===== config.mk =====
export PLATFORM = sky130hd
export DESIGN_NAME = alu_operand_serializer
export DESIGN_NICKNAME = d
export VERILOG_FILES = /design/src/rtl/alu_operand_serializer_pkg.sv /design/src/rtl/alu_operand_serializer.sv
export SDC_FILE = /design/constraint.sdc
export NUM_CORES = 1
export LEC_CHECK = 0
export ABC_AREA = 1
export BUFFER_PORTS_ARGS = -buffer_cell sky130_fd_sc_hd__buf_4
export CORE_UTILIZATION = 57
export DETAILED_ROUTE_END_ITERATION = 8
export PLACE_DENSITY_LB_ADDON = 0.1
export SLEW_MARGIN = 15
export SYNTH_ARGS = -nofsm -noshare
export SYNTH_HDL_FRONTEND = slang
export SYNTH_SLANG_ARGS = --single-unit

===== constraint.sdc =====
create_clock -name clk -period 2.2 [get_ports clk]
set_input_delay 0.11 -clock clk [delete_from_list [all_inputs] [get_ports clk]]
set_output_delay 0.11 -clock clk [all_outputs]
set_load 0.005 [all_outputs]

===== src/rtl/alu_operand_serializer_pkg.sv =====
// Shared widths, derived beat-count constants and FSM state type for the
// ALU operand serializer.
package alu_operand_serializer_pkg;

  localparam int OPERAND_BUS_WIDTH      = 8;
  localparam int OPERAND_MAX_DATA_WIDTH = 32;
  localparam int OP_WIDTH               = 4;
  localparam int MAX_BEATS              = OPERAND_MAX_DATA_WIDTH / OPERAND_BUS_WIDTH;
  localparam int CNT_W                  = $clog2(MAX_BEATS) + 1;

  typedef enum logic {
    IDLE = 1'b0,
    SEND = 1'b1
  } ser_state_e;

  // Zero or oversized beat counts mean "send the full operand width".
  function automatic logic [CNT_W-1:0] norm_beats(input logic [CNT_W-1:0] beats);
    if (beats == '0 || beats > CNT_W'(MAX_BEATS)) return CNT_W'(MAX_BEATS);
    return beats;
  endfunction

endpackage


===== src/rtl/alu_operand_serializer.sv =====
// Slices one full-width ALU request into LSB-first operand beats under
// valid/ready backpressure, with bubble-free back-to-back bursts.
module alu_operand_serializer
  import alu_operand_serializer_pkg::*;
(
  input  logic                          clk,
  input  logic                          rst,
  input  logic                          req_valid,
  output logic                          req_ready,
  input  logic [OP_WIDTH-1:0]           req_op,
  input  logic [OPERAND_MAX_DATA_WIDTH-1:0] req_a,
  input  logic [OPERAND_MAX_DATA_WIDTH-1:0] req_b,
  input  logic [CNT_W-1:0]              req_beats,
  output logic                          operand_valid,
  output logic [OP_WIDTH-1:0]           op,
  output logic [OPERAND_BUS_WIDTH-1:0]  a,
  output logic [OPERAND_BUS_WIDTH-1:0]  b,
  output logic                          operand_last,
  input  logic                          ready,
  output logic                          busy
);

  ser_state_e                          r_state;
  ser_state_e                          w_state_nxt;
  logic [OP_WIDTH-1:0]                 r_op;
  logic [OPERAND_MAX_DATA_WIDTH-1:0]   r_sh_a;
  logic [OPERAND_MAX_DATA_WIDTH-1:0]   r_sh_b;
  logic [CNT_W-1:0]                    r_remaining;

  logic w_sending;
  logic w_last;
  logic w_beat_hs;
  logic w_accept;

  assign w_sending = (r_state == SEND);
  assign w_last    = w_sending && (r_remaining == CNT_W'(1));
  assign w_beat_hs = w_sending && ready;

  // A new request may land on the final beat's handshake, keeping SEND busy.
  assign req_ready = !rst && ((r_state == IDLE) || (w_last && ready));
  assign w_accept  = req_valid && req_ready;

  always_comb begin
    w_state_nxt = r_state;
    unique case (r_state)
      IDLE:    if (w_accept) w_state_nxt = SEND;
      SEND:    if (w_beat_hs && w_last && !w_accept) w_state_nxt = IDLE;
      default: w_state_nxt = IDLE;
    endcase
  end

  always_ff @(posedge clk) begin
    if (rst) begin
      r_state     <= IDLE;
      r_op        <= '0;
      r_sh_a      <= '0;
      r_sh_b      <= '0;
      r_remaining <= '0;
    end else begin
      r_state <= w_state_nxt;
      if (w_accept) begin
        r_op        <= req_op;
        r_sh_a      <= req_a;
        r_sh_b      <= req_b;
        r_remaining <= norm_beats(req_beats);
      end else if (w_beat_hs) begin
        r_sh_a      <= r_sh_a >> OPERAND_BUS_WIDTH;
        r_sh_b      <= r_sh_b >> OPERAND_BUS_WIDTH;
        r_remaining <= r_remaining - CNT_W'(1);
      end
    end
  end

  assign operand_valid = w_sending;
  assign busy          = w_sending;
  assign operand_last  = w_last;
  assign op            = r_op;
  assign a             = r_sh_a[OPERAND_BUS_WIDTH-1:0];
  assign b             = r_sh_b[OPERAND_BUS_WIDTH-1:0];

endmodule


==> flow_metrics.py, run 1 <==
metrics = {
    "logic_synthesis": {
        "synth_cell_types": 20,
        "seq_area_frac_synth_pct": 37.6,
        "synth-edff-count": 0,
        "synth-async-reset-ratio_pct": 0,
        "synth_top_area_cell": "dfxtp_1",
        "synth_area_mm2": 0.00384,
        "synth_seq_cells": 72,
        "synth_top_cell_area_share_pct": 37.6,
        "syn_area_per_cell_um2": 6.60,
        "netlist_instances": 581,
        "yosysWarnings": 0,
        "synthTopCellsByArea": "dfxtp_1 (38%), nand2_1 (15%), nand4_1 (11%)",
        "ys.flop_type": "dfxtp_1",
        "syn-num-nets": 659,
        "ys_top_cells_by_count": "nand2_1 (157), nand3_1 (74), dfxtp_1 (72), a21oi_1 (67), nand4_1 (66)",
        "synth_most_common_cell": "nand2_1",
    },
    "global_routing": {
        "gr-usage-met1_pct": 38.9,
        "busiest_layer": "met2",
        "globalRouteOverflowTotal": 0,
        "grt_max_degree": 72,
        "grt_usage_pct": 28.8,
        "grt_pass1_wl_mm": 16.6,
        "antenna_found_initial": 0,
        "use_met2_pct": 44.8,
        "grt_pass1_vias": 3652,
        "met3_usage_pct": 4.55,
    },
    "min_path": {
        "hold_path_class": "in2reg",
        "min_path_cells": 3,
    },
    "clock_network": {
        "insertion_delay_ns": 0.34,
        "root_buffer": "clkbuf_8",
        "cts_setup_buffers": 0,
        "cts.clk_slew.worst_paths_ns": 0.07,
        "cts_htree_levels": 3,
        "cts.sinks": 72,
        "numCtsBuffers": 9,
        "cts_tree": "yes",
        "cts.path.max_buffers": 2,
    },
    "critical_path": {
        "crit_required_ns": 2.09,
        "crit_path_end_kind": "primary output",
        "ff2ff_path_depth": 9,
        "startpoint_type": "flop",
        "critPathArrivalTime_ns": 1.97,
        "crit_fanout": 34,
        "critPathKind": "reg2out",
    },
    "layout": {
        "fin_area_mm2": 0.00472,
        "drive_above_1_share_pct": 20.8,
        "nets": 711,
        "fillCellCount": 563,
        "area_growth_pct": 23.0,
        "diodes": 0,
    },
    "timing": {
        "slew_viol_final": 0,
        "max_freq_mhz": 480,
        "finalCriticalPeriod_ns": 2.08,
        "worstMarginPinSlew_ns": 0.767,
        "tns_ns": 0,
        "slew_headroom_pct": 48.9,
        "finalCritPeriodShare_pct": 94.8,
        "grt_setup_unrepaired": "no",
        "fin_worst_skew_ns": 0.00653,
        "final_hold_viol_count": 0,
        "finalSetupViolCount": 0,
    },
    "run": {
        "drv_cap": 0,
    },
    "drt": {
        "via_per_inst": 5.59,
        "drt-total-wl_mm": 10.4,
        "ant_nets": 0,
        "drc": 8,
        "vias": 3994,
        "avgRoutedWirePerCell_um": 14.5,
        "drt-initial-drc-count": 319,
        "drtPass1Iterations": 7,
    },
    "floorplanning": {
        "dieArea_mm2": 0.00706,
        "start_util_pct": 59.8,
        "die_w_um": 84.1,
        "core_mm2": 0.00642,
        "die_y_um": 84.1,
        "io_pins": 99,
        "rows": 29,
    },
    "outcome": {
        "violations": "design-rule violations",
        "status": "finished, violations left",
    },
    "place": {
        "dpl_cell_area_mm2": 0.00445,
        "dp_hpwl_mm": 5.91,
        "io_buffers": 98,
        "gp_congestion": 0.829,
    },
    "power_and_ir_drop": {
        "p_leak_uw": 0.00227,
        "total_power_uw": 3090,
        "ir_worst_vdd_mv": 0.343,
        "powerDensity_mw_per_mm2": 655,
    },
}
## placed cells by master, fill, tap and decap left out, drive strengths merged
master / Yosys / final
nand2: 157 / 157
buf: 35 / 109
nand3: 75 / 75
dfxtp: 72 / 72
a21oi: 67 / 67
nand4: 66 / 66
inv: 57 / 57
clkbuf: 37 / 12
nor2: 7 / 7
ha: 3 / 3
dlygate4sd3: 0 / 3
or2: 2 / 2
clkinv: 0 / 2
clkinvlp: 0 / 2
o21bai: 1 / 1
o21ai: 1 / 1
xor2: 1 / 1
bufinv: 0 / 1
## metal layers
| layer | vias up | part of all wire, % |
|---|---|---|
| li1 | 2008 | - |
| met1 | 1805 | 45 |
| met2 | 156 | 46 |
| met3 | 25 | 6.2 |
| met4 | 0 | 2.7 |
| met5 | - | 0 |
## sequential cells by signal, indices dropped and copies added, names as in the netlist
signal	flops
r_sh_a	32
r_sh_b	32
op	4
r_remaining	3
busy	1
## stage by stage
step / setup WS (ns) / instances / util [%] / hold WS (ns)
floorplan: 0.740 / 581 / - / 0.241
global placement: 0.311 / 695 / 69.2 / 0.327
detailed placement: 0.216 / 695 / 69.2 / 0.338
CTS: 0.00992 / 714 / 73.0 / 0.00328
global route: 0.0482 / 715 / 73.5 / 0.0231
finish: 0.115 / 715 / 73.5 / 0.00601
## cell type report
type / count / area [µm²] / share of cell area, %
multi-input combinational: 380 / 1840 / 39.0
sequential: 72 / 1440 / 30.5
timing repair buffer: 113 / 923 / 19.6
inverter: 57 / 214 / 4.53
clock buffer: 11 / 151 / 3.21
tap: 77 / 96.3 / 2.04
clock inverter: 5 / 55.1 / 1.17
## where the power goes
part	switching, µW	internal (µW)
logic	319	257
clock network	505	582
registers	44.6	1390
total	868	2220
## critical path, stage by stage (launching register included)
cell	delay (ns)
dfxtp_1	0.31
inv_1	0.10
ha_1	0.17
nand2_1	0.11
o21bai_4	0.25
buf_12	0.24
inv_1	0.09
nor2_2	0.19
buf_4	0.15
## cell families (layout without fill, tap and decap cells)
group	count (synthesis)	count (layout)	share of synthesized area, %
and+or+nand+nor	307	307	37.1
buffers and inverters	129	186	15.0
DFF	72	72	37.6
AOI/OAI and AO/OA	69	69	9.16
adders and majority gates	3	3	0.978
xor gates and xnor gates	1	1	0.228
## path summary, 6_finish.rpt
kind	startpoint	end	slack [ns]
worst max-delay path	r_remaining[1]	req_ready	0.12
worst min-delay path	req_op[3]	op[3]	0.006
worst max register to register	r_remaining[1]	r_remaining[1]	0.20
worst min register to register	r_sh_a[29]	r_sh_a[29]	0.48
## repair_timing
item / CTS / global route
hold endpoints to repair: 3 / 0
hold buffers: 3 / 0
resized for setup: 2 / 1
gates cloned: 0 / 1
endpoints found under the setup margin: 1 / 1
pin swaps: 0 / 0
Note: power is estimated with default switching activity, not from simulation.
==> run 2, diff against run 1 <==
Settings changed: PLACE_DENSITY set to 0.89, PLACE_DENSITY_LB_ADDON 0.1 to not set, SLEW_MARGIN 15 to 20.
==> flow_metrics.py, run 2 (synthesis gave the netlist of run 1 again) <==
metrics = {
    "outcome": {
        "status": "finished, violations left",
        "violations": "design-rule violations",
    },
    "global_routing": {
        "grt_pass1_wl_mm": 16.2,
        "grt_max_degree": 72,
        "grt_pass1_vias": 3673,
        "antenna_found_initial": 0,
        "globalRouteOverflowTotal": 0,
        "grt_usage_pct": 28.1,
    },
    "floorplanning": {
        "start_util_pct": 59.8,
        "rows": 29,
        "dieArea_mm2": 0.00706,
        "die_y_um": 84.1,
        "io_pins": 99,
        "die_w_um": 84.1,
        "core_mm2": 0.00642,
    },
    "place": {
        "dp_hpwl_mm": 6.07,
        "dpl_worst_slack_ns": 0.414,
        "io_buffers": 98,
        "gp_congestion": 0.838,
    },
    "critical_path": {
        "startpoint_type": "flop",
        "crit_fanout": 67,
        "crit_required_ns": 2.09,
        "critPathKind": "reg2out",
        "crit_path_end_kind": "primary output",
        "critPathArrivalTime_ns": 1.91,
    },
    "timing": {
        "worstMarginPinSlew_ns": 0.725,
        "max_freq_mhz": 496,
        "grt_setup_unrepaired": "no",
        "tns_ns": 0,
        "setup_slack_ns": 0.184,
        "finalCriticalPeriod_ns": 2.02,
        "final_hold_viol_count": 0,
        "slew_viol_final": 0,
        "whs_ns": 0.0485,
        "fin_worst_skew_ns": 0.00935,
        "slew_headroom_pct": 51.7,
        "finalCritPeriodShare_pct": 91.6,
        "finalSetupViolCount": 0,
    },
    "clock_network": {
        "root_buffer": "clkbuf_8",
        "cts_tree": "yes",
        "cts.clk_slew.worst_paths_ns": 0.08,
        "cts.sinks": 72,
        "insertion_delay_ns": 0.35,
        "numCtsBuffers": 9,
        "cts_resized": 0,
        "cts.path.max_buffers": 2,
        "cts_htree_levels": 3,
    },
    "layout": {
        "final_cell_mix": "nand2_1 (156), buf_4 (105), nand3_1 (74)",
        "drive_above_1_share_pct": 20.4,
        "final_common_cell": "nand2_1",
        "diodes": 0,
        "area_growth_pct": 22.8,
        "nets": 710,
    },
    "power_and_ir_drop": {
        "ir_worst_vdd_mv": 0.450,
        "p_leak_uw": 0.00227,
        "powerDensity_mw_per_mm2": 674,
    },
    "drt": {
        "drt-total-wl_mm": 9.76,
        "drtPass1Iterations": 7,
        "drt-initial-drc-count": 403,
        "via_per_inst": 5.68,
        "ant_nets": 0,
        "avgRoutedWirePerCell_um": 13.7,
        "drc": 6,
        "vias": 4057,
    },
    "min_path": {
        "hold_path_class": "in2reg",
    },
    "run": {
        "drv_cap": 0,
    },
}
==> run 2: critical path, stage by stage, from the launching register on <==
cell and delay (ns):
dfxtp_1 0.32, inv_1 0.08, ha_1 0.15, nand2_1 0.09, o21bai_4 0.18, buf_12 0.30
inv_1 0.11, nor2_2 0.19, buf_4 0.15
==> run 2: path summary, 6_finish.rpt <==
| path | startpoint | endpoint | slack (ns) | cells after the start |
|---|---|---|---|---|
| min reg2reg | op[3] | op[3] | 0.48 | 2 |
| max reg2reg | r_remaining[1] | r_sh_b[23] | 0.38 | 9 |
| min | req_b[24] | r_sh_b[24] | 0.05 | 3 |
| max | r_remaining[1] | req_ready | 0.18 | 8 |
==> run 2: per-stage QoR <==
stage	total power, µW	area, µm²	std cells	util [%]
finish	3180	4710	714	73.3
global placement	1990	4440	694	69.1
CTS	3180	4710	714	73.3
detailed placement	2000	4440	694	69.1
floorplan	1800	3840	581	-
global route	3310	4710	714	73.3
==> run 2: power breakdown <==
group          switching (µW)  total, µW  internal (µW)
clock network             487       1190            703
logic                     308        556            248
registers                45.7       1430           1390
==> run 2: layer usage <==
layer	global-route usage (%)	vias up	wire (µm)
li1	-	2006	-
met4	7.99	0	114
met1	36.3	1867	4080
met5	0	-	0
met2	48.6	172	4800
met3	4.15	12	762
==> run 2: layout make-up <==
type	count	area, µm²
Multi-Input combinational cell	380	1840
Fill cell	505	1710
Sequential cell	72	1440
Timing Repair Buffer	112	888
Inverter	57	214
Clock buffer	12	155
Tap cell	77	96.3
Clock inverter	4	76.3
==> run 2: repair_timing <==
item | CTS | global route
hold buffers | 4 | 0
endpoints found under the hold margin | 4 | 0
setup buffers | 0 | 0
==> run 3, diff against run 2 <==
Settings changed: CORE_UTILIZATION 57 to 52, PLACE_DENSITY 0.89 to 0.83.
==> flow_metrics.py, run 3 (synthesis gave the netlist of run 1 again) <==
metrics = {
    "place": {
        "dp_hpwl_mm": 6.30,
        "dpl_worst_slack_ns": 0.590,
        "io_buffers": 98,
        "gp_congestion": 0.785,
    },
    "timing": {
        "slew_viol_final": 0,
        "finalCriticalPeriod_ns": 1.74,
        "final_hold_viol_count": 0,
        "finalCritPeriodShare_pct": 79.2,
        "tns_ns": 0,
        "fin_worst_skew_ns": 0.00955,
        "slew_headroom_pct": 51.4,
        "worstMarginPinSlew_ns": 0.729,
        "setup_slack_ns": 0.458,
        "finalSetupViolCount": 0,
        "whs_ns": 0.00842,
        "grt_setup_unrepaired": "no",
        "max_freq_mhz": 574,
    },
    "power_and_ir_drop": {
        "p_sw_uw": 854,
        "swShare_pct": 27.0,
        "intPower_uw": 2300,
        "p_comb_share_pct": 17.6,
        "clkPwrFrac_pct": 37.0,
        "seqPwrFrac_pct": 45.4,
        "powerDensity_mw_per_mm2": 670,
        "ir_worst_vdd_mv": 0.371,
        "p_leak_uw": 0.00226,
    },
    "critical_path": {
        "crit_path_max_incr_delay_ns": 0.32,
        "critPathKind": "reg2out",
        "cp-endpoint": "req_ready",
        "startpoint_type": "flop",
        "ff2ff_path_depth": 9,
        "worst_path_most_repeated_cell": "inv_1",
        "crit_start": "r_remaining[1]",
        "r2r-end": "r_sh_a[5]",
        "rrSetupSlack_ns": 0.55,
        "crit_path_end_kind": "primary output",
        "crit_fanout": 5,
        "r2r-start": "r_remaining[1]",
        "critPathArrivalTime_ns": 1.63,
        "path_cells": "inv_1 -> ha_1 -> nand2_1 -> o21bai_4 -> inv_1 -> nor2_2 -> buf_4",
        "crit_required_ns": 2.09,
        "crit_slowest_cell": "dfxtp_1",
    },
    "layout": {
        "final_common_cell": "nand2_1",
        "drive_above_1_share_pct": 20.5,
        "multi_input_area_mm2": 0.00184,
        "diodes": 0,
        "fillCellCount": 641,
        "seq_area_mm2": 0.00144,
        "final_cell_mix": "nand2_1 (156), buf_4 (104), nand3_1 (74)",
        "nets": 708,
        "area_growth_pct": 22.9,
    },
    "drt": {
        "via_per_inst": 5.60,
        "vias": 4090,
        "avgRoutedWirePerCell_um": 14.0,
        "drc": 0,
        "ant_nets": 0,
        "drt-total-wl_mm": 10.2,
        "drt-initial-drc-count": 414,
        "drtPass1Iterations": 5,
    },
    "floorplanning": {
        "io_pins": 99,
        "core_mm2": 0.00694,
        "die_w_um": 87.9,
        "start_util_pct": 55.3,
        "die_y_um": 87.9,
        "rows": 30,
        "dieArea_mm2": 0.00773,
    },
    "outcome": {
        "status": "finished, final reports clean",
    },
    "clock_network": {
        "root_buffer": "clkbuf_8",
        "cts.clk_slew.worst_paths_ns": 0.08,
        "cts.sinks": 72,
        "numCtsBuffers": 9,
        "cts_htree_levels": 3,
        "cts_setup_buffers": 0,
        "insertion_delay_ns": 0.35,
        "cts.path.max_buffers": 2,
        "cts_tree": "yes",
    },
    "global_routing": {
        "grt_max_degree": 78,
        "grt_pass1_wl_mm": 16.8,
        "grt_pass1_vias": 3923,
        "antenna_found_initial": 0,
        "grt_usage_pct": 27.5,
        "globalRouteOverflowTotal": 0,
    },
    "run": {
        "drv_cap": 0,
    },
    "min_path": {
        "hold_path_startpoint": "req_op[0]",
        "hold_path_class": "in2reg",
    },
}
-- run 3: cell types whose count changed in the layout (fill, tap and decap cells not counted) --
cell           change
clkinv_2           +2
dlygate4sd3_1      -2
buf_12             +1
buf_4              -1
clkbuf_8           -1
clkinv_4           -1
clkinvlp_4         -1
inv_6              +1
-- run 3: how the worst min path moves through the flow --
stage	cells past startpoint	endpoint
after floorplan	2	op[0]
after global placement	3	op[3]
after detailed placement	3	op[1]
after CTS	3	op[0]
after global routing	3	op[0]
final	3	op[0]
-- run 3: power by group through the flow --
stage,clock network (µW),registers (µW),logic [µW]
4_1_cts,1180,1430,552
2_1_floorplan,0,1450,351
3_5_place_dp,0,1460,546
5_1_grt,1240,1440,618
6_report,1170,1430,555
3_3_place_gp,0,1460,535
-- run 3: through the flow --
step | cell area (µm²) | total power (µW) | utilization [%] | cells
global placement | 4480 | 1990 | 64.5 | 713
detailed placement | 4480 | 2010 | 64.5 | 713
floorplan | 3840 | 1800 | - | 581
CTS | 4720 | 3160 | 67.9 | 731
finish | 4720 | 3160 | 67.9 | 731
global route | 4720 | 3300 | 67.9 | 731
-- run 3: what timing repair did --
action / 4_1_cts / 5_1_grt
resized for setup: 0 / 0
setup endpoints to repair: 0 / 0
hold buffers: 2 / 0
hold endpoints to repair: 2 / 0
-- run 3: final cells by class --
| class | instances | share of cell area, % |
|---|---|---|
| inverters | 57 | 4.54 |
| well taps | 96 | 2.55 |
| clock buffers | 11 | 3.00 |
| repair buffers | 110 | 18.7 |
| flip-flops and latches | 72 | 30.6 |
| clock inverters | 5 | 1.67 |
| multi-input cells | 380 | 39.0 |
-- run 3: per-layer routing --
metal  vias up  share of wire [%]  track usage, %
met5         -                  0               0
li1       2006                  -               -
met3        13                7.5            6.41
met1      1900                 42            33.6
met4         0                1.2            9.09
met2       171                 50            47.6
-- run 3: worst max-delay path, delay by kind of cell, from the launching register on --
kind	cells	cell delay (ns)
AO/OA/AOI/OAI	1	0.22
adder cells (fa/ha/maj)	1	0.14
buffers and inverters	3	0.32
flip-flops	1	0.32
AND/OR/NAND/NOR	2	0.28
